### config.mk
export PLATFORM = sky130hd
export DESIGN_NAME = alu_issue_stage
export DESIGN_NICKNAME = d
export VERILOG_FILES = /design/src/rtl/alu_pkg.sv /design/src/rtl/alu_issue_decode.sv /design/src/rtl/alu_issue_stage.sv
export SDC_FILE = /design/constraint.sdc
export NUM_CORES = 1
export LEC_CHECK = 0
export ABC_AREA = 1
export CORE_UTILIZATION = 40
export CTS_CLUSTER_DIAMETER = 50
export DETAILED_ROUTE_END_ITERATION = 8
export PLACE_DENSITY_LB_ADDON = 0.15
export SETUP_SLACK_MARGIN = 0.4
export SLEW_MARGIN = 5
export SYNTH_ARGS = -nofsm -noshare
export SYNTH_HDL_FRONTEND = slang
export SYNTH_SLANG_ARGS = --single-unit
export TNS_END_PERCENT = 5
### constraint.sdc
create_clock -name clk -period 1.43 [get_ports clk]
set_input_delay 0.3575 -clock clk [delete_from_list [all_inputs] [get_ports clk]]
set_output_delay 0.3575 -clock clk [all_outputs]
set_load 0.02 [all_outputs]
### src/rtl/alu_pkg.sv
// alu_pkg: types and constants shared by the ALU issue stage, the ALU and
// their benches.
//   alu_op_t       4-bit ALU operation code
//   OPC_*          RV32I major opcodes decoded by the issue stage
//   uop_t          decoded micro-op {operand1, operand2, op, rd, illegal}
//   funct3_to_op   maps funct3 plus the funct7 "alternate" bit to alu_op_t
package alu_pkg;

  typedef enum logic [3:0] {
    ALU_ADD    = 4'h0,
    ALU_SUB    = 4'h1,
    ALU_SLL    = 4'h2,
    ALU_SLT    = 4'h3,
    ALU_SLTU   = 4'h4,
    ALU_XOR    = 4'h5,
    ALU_SRL    = 4'h6,
    ALU_SRA    = 4'h7,
    ALU_OR     = 4'h8,
    ALU_AND    = 4'h9,
    ALU_PASS_B = 4'hA
  } alu_op_t;

  localparam logic [6:0] OPC_OP     = 7'b0110011;
  localparam logic [6:0] OPC_OP_IMM = 7'b0010011;
  localparam logic [6:0] OPC_LUI    = 7'b0110111;
  localparam logic [6:0] OPC_AUIPC  = 7'b0010111;

  localparam logic [6:0] F7_ZERO = 7'b0000000;
  localparam logic [6:0] F7_ALT  = 7'b0100000;

  typedef struct packed {
    logic [31:0] operand1;
    logic [31:0] operand2;
    alu_op_t     op;
    logic [4:0]  rd;
    logic        illegal;
  } uop_t;

  // alt selects SUB for funct3=000 and SRA for funct3=101.
  function automatic alu_op_t funct3_to_op(input logic [2:0] funct3, input logic alt);
    alu_op_t op;
    case (funct3)
      3'b000:  op = alt ? ALU_SUB : ALU_ADD;
      3'b001:  op = ALU_SLL;
      3'b010:  op = ALU_SLT;
      3'b011:  op = ALU_SLTU;
      3'b100:  op = ALU_XOR;
      3'b101:  op = alt ? ALU_SRA : ALU_SRL;
      3'b110:  op = ALU_OR;
      default: op = ALU_AND;
    endcase
    return op;
  endfunction

endpackage

### src/rtl/alu_issue_decode.sv
// alu_issue_decode: purely combinational RV32I OP / OP-IMM / LUI / AUIPC
// decoder producing one ALU micro-op.
//   instr     in   32  instruction word
//   pc        in   32  instruction address (AUIPC operand1)
//   rs1_data  in   32  rs1 value (already forwarded if applicable)
//   rs2_data  in   32  rs2 value (already forwarded if applicable)
//   uop       out      decoded micro-op; illegal entries are zeroed with op=ADD
module alu_issue_decode
  import alu_pkg::*;
(
  input  logic [31:0] instr,
  input  logic [31:0] pc,
  input  logic [31:0] rs1_data,
  input  logic [31:0] rs2_data,
  output uop_t        uop
);

  logic [6:0] opcode;
  logic [2:0] funct3;
  logic [6:0] funct7;
  logic       legal;

  assign opcode = instr[6:0];
  assign funct3 = instr[14:12];
  assign funct7 = instr[31:25];

  always_comb begin
    uop   = '0;
    legal = 1'b0;
    case (opcode)
      OPC_OP: begin
        // The alternate funct7 is only meaningful for SUB and SRA.
        legal = (funct7 == F7_ZERO) ||
                ((funct7 == F7_ALT) && ((funct3 == 3'b000) || (funct3 == 3'b101)));
        uop.op       = funct3_to_op(funct3, funct7 == F7_ALT);
        uop.operand1 = rs1_data;
        uop.operand2 = rs2_data;
        uop.rd       = instr[11:7];
      end
      OPC_OP_IMM: begin
        uop.operand1 = rs1_data;
        uop.rd       = instr[11:7];
        if (funct3 == 3'b001) begin
          legal        = (funct7 == F7_ZERO);
          uop.operand2 = {27'd0, instr[24:20]};
        end else if (funct3 == 3'b101) begin
          legal        = (funct7 == F7_ZERO) || (funct7 == F7_ALT);
          uop.operand2 = {27'd0, instr[24:20]};
        end else begin
          legal        = 1'b1;
          uop.operand2 = {{20{instr[31]}}, instr[31:20]};
        end
        // For ADDI, instr[30] is immediate data, not a SUB selector.
        uop.op = funct3_to_op(funct3, (funct3 == 3'b101) && (funct7 == F7_ALT));
      end
      OPC_LUI: begin
        legal        = 1'b1;
        uop.operand1 = '0;
        uop.operand2 = {instr[31:12], 12'd0};
        uop.op       = ALU_PASS_B;
        uop.rd       = instr[11:7];
      end
      OPC_AUIPC: begin
        legal        = 1'b1;
        uop.operand1 = pc;
        uop.operand2 = {instr[31:12], 12'd0};
        uop.op       = ALU_ADD;
        uop.rd       = instr[11:7];
      end
      default: legal = 1'b0;
    endcase

    if (!legal) begin
      uop         = '0;
      uop.op      = ALU_ADD;
      uop.illegal = 1'b1;
    end
  end

endmodule

### src/rtl/alu_issue_stage.sv
// alu_issue_stage: decode/issue stage in front of the ALU. Decodes RV32I
// OP, OP-IMM, LUI, AUIPC and buffers the micro-op in a 2-entry skid buffer.
//   clk, rst_n       clock, asynchronous active-low reset
//   flush            synchronous discard of all buffered entries
//   in_valid/ready   upstream handshake (in_ready is registered)
//   in_instr/pc/rs1_data/rs2_data   instruction and register operands
//   out_valid/ready  downstream handshake
//   out_operand1/2, out_operation   drive alu directly
//   out_rd, out_illegal, out_pc     destination, illegal flag, instr address
// Optional feature, macro ALU_ISSUE_FWD_EN: adds fwd_valid/fwd_rd/fwd_data
// and substitutes fwd_data for a matching rs1/rs2 at accept time.
module alu_issue_stage
  import alu_pkg::*;
#(
  parameter int              XLEN     = 32,
  parameter logic [XLEN-1:0] PC_RESET = '0
) (
  input  logic            clk,
  input  logic            rst_n,
  input  logic            flush,
  input  logic            in_valid,
  output logic            in_ready,
  input  logic [31:0]     in_instr,
  input  logic [XLEN-1:0] in_pc,
  input  logic [XLEN-1:0] in_rs1_data,
  input  logic [XLEN-1:0] in_rs2_data,
`ifdef ALU_ISSUE_FWD_EN
  input  logic            fwd_valid,
  input  logic [4:0]      fwd_rd,
  input  logic [XLEN-1:0] fwd_data,
`endif
  output logic            out_valid,
  input  logic            out_ready,
  output logic [XLEN-1:0] out_operand1,
  output logic [XLEN-1:0] out_operand2,
  output logic [3:0]      out_operation,
  output logic [4:0]      out_rd,
  output logic            out_illegal,
  output logic [XLEN-1:0] out_pc
);

  localparam logic [1:0] S_EMPTY = 2'd0;
  localparam logic [1:0] S_ONE   = 2'd1;
  localparam logic [1:0] S_FULL  = 2'd2;

  logic [1:0]      state_q, state_d;
  logic            in_ready_q, in_ready_d;
  uop_t            main_q, main_d, skid_q, skid_d;
  logic [XLEN-1:0] main_pc_q, main_pc_d, skid_pc_q, skid_pc_d;

  logic [XLEN-1:0] rs1_val, rs2_val;
  uop_t            dec_uop;
  logic            accept, pop;

`ifdef ALU_ISSUE_FWD_EN
  // Unused operands are also replaced here, but the decoder never routes
  // them to the ALU, so only the operands an instruction uses are affected.
  assign rs1_val = (fwd_valid && (fwd_rd != 5'd0) && (fwd_rd == in_instr[19:15]))
                   ? fwd_data : in_rs1_data;
  assign rs2_val = (fwd_valid && (fwd_rd != 5'd0) && (fwd_rd == in_instr[24:20]))
                   ? fwd_data : in_rs2_data;
`else
  assign rs1_val = in_rs1_data;
  assign rs2_val = in_rs2_data;
`endif

  alu_issue_decode u_decode (
    .instr    (in_instr),
    .pc       (in_pc),
    .rs1_data (rs1_val),
    .rs2_data (rs2_val),
    .uop      (dec_uop)
  );

  assign accept = in_valid && in_ready_q;
  assign pop    = (state_q != S_EMPTY) && out_ready;

  always_comb begin
    state_d   = state_q;
    main_d    = main_q;
    skid_d    = skid_q;
    main_pc_d = main_pc_q;
    skid_pc_d = skid_pc_q;
    if (flush) begin
      state_d = S_EMPTY;
    end else begin
      case (state_q)
        S_EMPTY: begin
          if (accept) begin
            state_d   = S_ONE;
            main_d    = dec_uop;
            main_pc_d = in_pc;
          end
        end
        S_ONE: begin
          if (accept && !pop) begin
            state_d   = S_FULL;
            skid_d    = dec_uop;
            skid_pc_d = in_pc;
          end else if (accept && pop) begin
            main_d    = dec_uop;
            main_pc_d = in_pc;
          end else if (pop) begin
            state_d = S_EMPTY;
          end
        end
        S_FULL: begin
          // in_ready is low here, so no accept can coincide with the pop.
          if (pop) begin
            state_d   = S_ONE;
            main_d    = skid_q;
            main_pc_d = skid_pc_q;
          end
        end
        default: state_d = S_EMPTY;
      endcase
    end
    in_ready_d = (state_d != S_FULL);
  end

  always_ff @(posedge clk or negedge rst_n) begin
    if (!rst_n) begin
      state_q    <= S_EMPTY;
      in_ready_q <= 1'b1;
      main_q     <= '0;
      skid_q     <= '0;
      main_pc_q  <= PC_RESET;
      skid_pc_q  <= PC_RESET;
    end else begin
      state_q    <= state_d;
      in_ready_q <= in_ready_d;
      main_q     <= main_d;
      skid_q     <= skid_d;
      main_pc_q  <= main_pc_d;
      skid_pc_q  <= skid_pc_d;
    end
  end

  assign in_ready      = in_ready_q;
  assign out_valid     = (state_q != S_EMPTY);
  assign out_operand1  = main_q.operand1;
  assign out_operand2  = main_q.operand2;
  assign out_operation = main_q.op;
  assign out_rd        = main_q.rd;
  assign out_illegal   = main_q.illegal;
  assign out_pc        = main_pc_q;

endmodule
# ---- Word-level counts from Yosys, hierarchy flattened
# Index checks and enable logic that the tools add are counted.
dict set report totals {
  out_inout_bits 108
  reg_bits 215
  inputBits 133
}
dict set report classes {
  n_mux 30
  n_reduce_logical 18
  eq_ne 18
  bitwise_logic 1
}
# cell n
set op_table {}
lappend op_table {{$mux 74} 5}
lappend op_table {{$pmux 73 s4} 1}
lappend op_table {{$pmux 74 s3} 1}
lappend op_table {{$mux 32} 6}
lappend op_table {{$pmux 32 s3} 1}
lappend op_table {{$pmux 4 s7} 2}
lappend op_table {{$eq 7x6->1 const B} 3}
lappend op_table {{$eq 7x5->1 const B} 2}
lappend op_table {{$mux 2} 6}
lappend op_table {{$ne 2x2->1 const B} 5}
lappend op_table {{$eq 3x3->1 const B} 3}
lappend op_table {{$logic_not 7->1} 1}
lappend op_table {{$eq 3x2->1 const B} 2}
lappend op_table {{$logic_and 1x1->1} 6}
lappend op_table {{$mux 1} 6}
lappend op_table {{$pmux 2 s3} 1}
lappend op_table {{$reduce_and 6->1} 1}
lappend op_table {{$eq 3x1->1 const B} 1}
lappend op_table {{$logic_not 3->1} 1}
lappend op_table {{$logic_or 1x1->1} 3}
lappend op_table {{$pmux 1 s3} 1}
lappend op_table {{$reduce_and 3->1} 1}
lappend op_table {{$reduce_bool 3->1} 1}
lappend op_table {{$eq 2x1->1 const B} 1}
lappend op_table {{other kinds (6)} 6}

# ---- Longest topological paths before layout
dict set report depth {
  depth_word 9
  mapped_depth 13
  ltp_nobuf 12
}

# ---- By module
# A second synthesis with hierarchy kept.
dict set report hier_totals {
  cells_unflattened 1703
  hier_area_um2 11636.2
}
# mod seq_area_each_um2 n_inst cells_each area_per_inst_um2
set by_module_without_submodules {}
lappend by_module_without_submodules {alu_issue_stage 5381.4 1 1286 9913.3}
lappend by_module_without_submodules {alu_issue_decode 0.0 1 417 1722.9}

# ---- Worst setup path before layout
# OpenSTA, ideal clock, no wires.
dict set report synth_path {
  kind {register to register}
  start {reg in_ready_q, in the netlist in_ready}
  end {reg main_pc_q[24], in the netlist out_pc[24]}
  n_path_buf 2
  slack_ns -0.085
  synth_period_minus_slack_ns 1.515
  path_stages_with_launch 10
  arrival_ns 1.384
  cell_sequence {dfstp_2 -> nand2_1 -> inv_1 -> nor2_1 -> nor2_1 -> nand2_1 -> buf_2 -> buf_2 -> nand2_1 -> o21ai_0}
}
dict set report synth_via {
  elab_chain_len 4
  word_cells_on_any_way 7
}
# element line
set synth_rtl {}
lappend synth_rtl {{start: declaration} alu_issue_stage.sv:47} ;# logic in_ready_q, in_ready_d;
lappend synth_rtl {{start signal: assignment} alu_issue_stage.sv:131} ;# in_ready_q <= in_ready_d;
lappend synth_rtl {{$logic_and 1x1->1 *} alu_issue_stage.sv:75} ;# assign accept = in_valid && in_ready_q;
lappend synth_rtl {{$logic_and 1x1->1 (on tied branches)} {alu_issue_stage.sv:100, alu_issue_stage.sv:96}}
lappend synth_rtl {{$ne 2x2->1 (no source line)} -}
lappend synth_rtl {{$reduce_and 6->1 (no source line) *} -}
lappend synth_rtl {{end signal: assignment} alu_issue_stage.sv:134} ;# main_pc_q <= main_pc_d;
lappend synth_rtl {{end: declaration} alu_issue_stage.sv:49} ;# logic [XLEN-1:0] main_pc_q, main_pc_d, skid_pc_q, skid_pc_d;
# Every way passes the cells marked *; elsewhere a longest branch is shown, timed or not.
# A chain may end at the register's enable or synchronous reset.

# ---- Worst setup path in the final report
dict set report layout_path {
  start {reg state_q[1]}
  end {out out_valid}
}
dict set report layout_via {
  elab_chain_len 1
}
# element line
set layout_rtl {}
lappend layout_rtl {{start: declaration} alu_issue_stage.sv:46} ;# logic [1:0] state_q, state_d;
lappend layout_rtl {{start signal: assignment} alu_issue_stage.sv:130} ;# state_q <= state_d;
lappend layout_rtl {{$reduce_bool 2->1} alu_issue_stage.sv:140} ;# assign out_valid = (state_q != S_EMPTY);
lappend layout_rtl {{end: declaration} alu_issue_stage.sv:32} ;# output logic out_valid,
# Every way passes these cells.

==> metrics.md <==
| Metric | Value |
|---|---|
| YS warnings | 0 |
| #FFs+latches synth | 215 |
| Setup WS pre-CTS | -0.872 ns |
| HP Class | input pin to flip-flop |
| Critical-path maximum fanout | 4 |
| Pwr Total | 17.1 mW |
| Num rows | 58 |
| Rel. slew slack | 70.5% |
| Ports | 241 |
| Crit path launch type | flip-flop |
| CORE AREA | 0.0254 mm^2 |
| Port bufs | 240 |
| Vias per cell | 4.97 |
| Critical path class | flip-flop to output pin |
| CTS tree | built |
| CTS Buffer Depth | 3 |
| Failing checks | negative setup slack |
| Required time of the critical path | 1.07 ns |
| Total number of vias | 10.5k |
| Fin area | 0.0158 mm^2 |
| Average size of a mapped cell | 7.28 um^2 |
| Power Density | 1090 mW/mm^2 |
| Crit path launch | state_q[1] |
| Share of layout cells above drive strength 1 | 22.4% |
| Layout fillers | 2238 |
| Critical R2R Launch | state_q[1] |
| Chip width | 164 um |
| Status | complete, but fails checks |
| Vias in the first global route | 9991 |
| GPL Wtd Cong | 0.837 |
| Crit-path cells | nor2_4, inv_1, buf_6 |
| Total CTS buffers | 29 |
| Clk_lat worst skew | 0.54 ns |
| Synth unique cells | 24 |
| Clk root buf | clkbuf_16 |
| Leakage power | 8.65 nW |
| Initial DRC count | 759 |
| Fin crit period | 1.66 ns |
| Worst hold margin | 0.335 ns |
| Fin. max-slew vios | 0 |
| CTS HTree Levels | 1 |
| Final setup viols | 264 |
| Mapped Area | 0.0105 mm^2 |
| Crit share post-route | 116% |
| Placed inst area | 0.0140 mm^2 |
| Crit. End Element | output pin |
| Max Clock Skew | 0.0150 ns |
| Post-route DRC violation count | 0 |
| RSZ-0062 raised after global routing | yes |
| Post-DP HPWL | 21300 um |
| Min-delay src | in_instr[30] |
| Die area | 0.0268 mm^2 |
| Routed WL per cell | 16.6 um |
| PnR worst setup slack | -0.228 ns |
| FMAX | 0.603 GHz |
| Slowest-stage cell, CP | dfrtp_2 |
| Max cap viols | 0 |
| Area grow syn2layout | 50.6% |
| DRT antenna net count | 0 |
| Initial Util | 41.2% |
| Post-Synthesis Cells | 1438 |
| First-pass GRT wire length | 50900 um |
| Peak VDD IR | 703 uV |
| DIE HEIGHT | 164 um |
| Post-synthesis sequential area ratio | 51.4% |
| Arr. time, crit path | 1.30 ns |
| GRT Overall Usage | 23.8% |
| First-pass iteration count of the detailed router | 6 |
| TritonCTS Sinks | 215 |
| Initial antenna violation count | 8 |
| Final wirelength | 35000 um |
| Least-Margin Pin Slew | 0.443 ns |
| Worst stage delay on the critical path | 0.44 ns |
| Mapped Nets | 1571 |
| Pin count of the biggest net entering global routing | 77 |
| CTS clk-pin slew, worst paths | 0.06 ns |
| Final #Nets | 1888 |
| Hold Vio Cnt, Final | 0 |
| Grt ovf | 0 |
## final timing paths
path | to | slack [ns] | depth (start not counted)
max in group asynchronous | out_operand1[9] | 0.53 | 3
worst min-delay path | skid_q[20] | 0.33 | 5
worst max register to register | out_pc[2] | -0.22 | 8
worst min register to register | out_rd[0] | 0.47 | 2
min in group asynchronous | skid_q[67] | 0.35 | 2
worst max-delay path | out_valid | -0.23 | 3
## final cells by class
cell class | instances | area (um^2) | share of cell area [%]
Sequential cell | 215 | 5380 | 34.2
Multi-Input combinational cell | 1082 | 4830 | 30.7
Timing Repair Buffer | 371 | 3900 | 24.8
Clock buffer | 37 | 776 | 4.92
Tap cell | 330 | 413 | 2.62
Clock inverter | 17 | 225 | 1.43
Inverter | 56 | 210 | 1.33
Antenna cell | 7 | 17.5 | 0.111
## placed cells by master, fill, tap and decap left out, drive strengths merged
master and instances:
a21oi 1, a31oi 1, buf 223, bufinv 4
clkbuf 53, clkdlybuf4s50 116, clkinv 5, clkinvlp 4
dfrtp 214, dfstp 1, diode 7, dlygate4sd3 1
dlymetal6s2s 15, inv 60, mux2i 1, nand2 673
nand3 30, nand4 1, nor2 162, nor3 1
nor4 1, o21a 1, o21ai 210
## synthesized netlist by cell type
cell type	number	area, um^2
nor3_1	1	5.00
o21ai_0	159	796
buf_2	40	200
a31oi_1	1	6.26
buf_8	2	30.0
inv_2	7	26.3
nand4_1	1	6.26
mux2i_1	1	10.0
o21ai_1	51	255
dfstp_2	1	26.3
nand3_2	1	10.0
buf_6	4	45.0
o21a_1	1	7.51
nor4_1	1	6.26
inv_1	49	184
nand2_2	23	144
nor2_1	159	597
buf_1	10	37.5
dfrtp_1	214	5360
a21oi_1	1	5.00
nand3_1	28	140
nand2_1	646	2420
nor2_2	3	18.8
clkbuf_1	34	128
## where the power goes
| group | total [mW] | internal, mW | switching [mW] |
|---|---|---|---|
| Clock | 7.45 | 4.60 | 2.84 |
| Sequential | 6.87 | 6.58 | 0.289 |
| Combinational | 2.78 | 1.31 | 1.47 |
| Total | 17.1 | 12.5 | 4.61 |
## registers in the layout, indices dropped and copies added (netlist names), 2 cells and up
signal / count
skid_q: 74
out_operand1: 32
out_operand2: 32
out_pc: 32
skid_pc_q: 32
out_rd: 5
out_operation: 4
state_q: 2
## critical path, delay by kind of cell (launching register included)
| kind | cells | cell delay (ns) |
|---|---|---|
| and+or+nand+nor | 1 | 0.14 |
| DFF | 1 | 0.44 |
| buffers and inverters | 2 | 0.19 |
## stage by stage
stage / TNS, ns / instances / utilization [%]
after floorplan: -12.87 / 1438 / -
after global placement: -136.13 / 2018 / 55.0
after detailed placement: -142.63 / 2018 / 55.0
after CTS: -31.18 / 2079 / 58.0
after global routing: -53.98 / 2112 / 62.0
final: -29.63 / 2115 / 62.0
## what timing repair did
action,in CTS,in global routing
setup endpoints to repair,322,323
gates resized for setup,504,150
pin swaps,3,31
setup buffers,6,4
gates cloned,0,25
hold buffers,1,0
hold endpoints to repair,32,0
## kinds of logic after synthesis
kind of cell / count (synthesis) / share of synthesized area (%)
AO/OA/AOI/OAI: 213 / 10.2
AND/OR/NAND/NOR: 863 / 32.0
buffers and inverters: 146 / 6.22
flip-flops: 215 / 51.4
multiplexers: 1 / 0.0957
## per-layer routing
metal | wire length [um] | vias up | track usage (%)
met4 | 876 | 0 | 6.69
met1 | 15400 | 4968 | 31.3
met5 | 0 | - | 0
li1 | - | 5145 | -
met3 | 2250 | 59 | 4.97
met2 | 16500 | 340 | 39.5
Note: power is estimated with default switching activity, not from simulation.
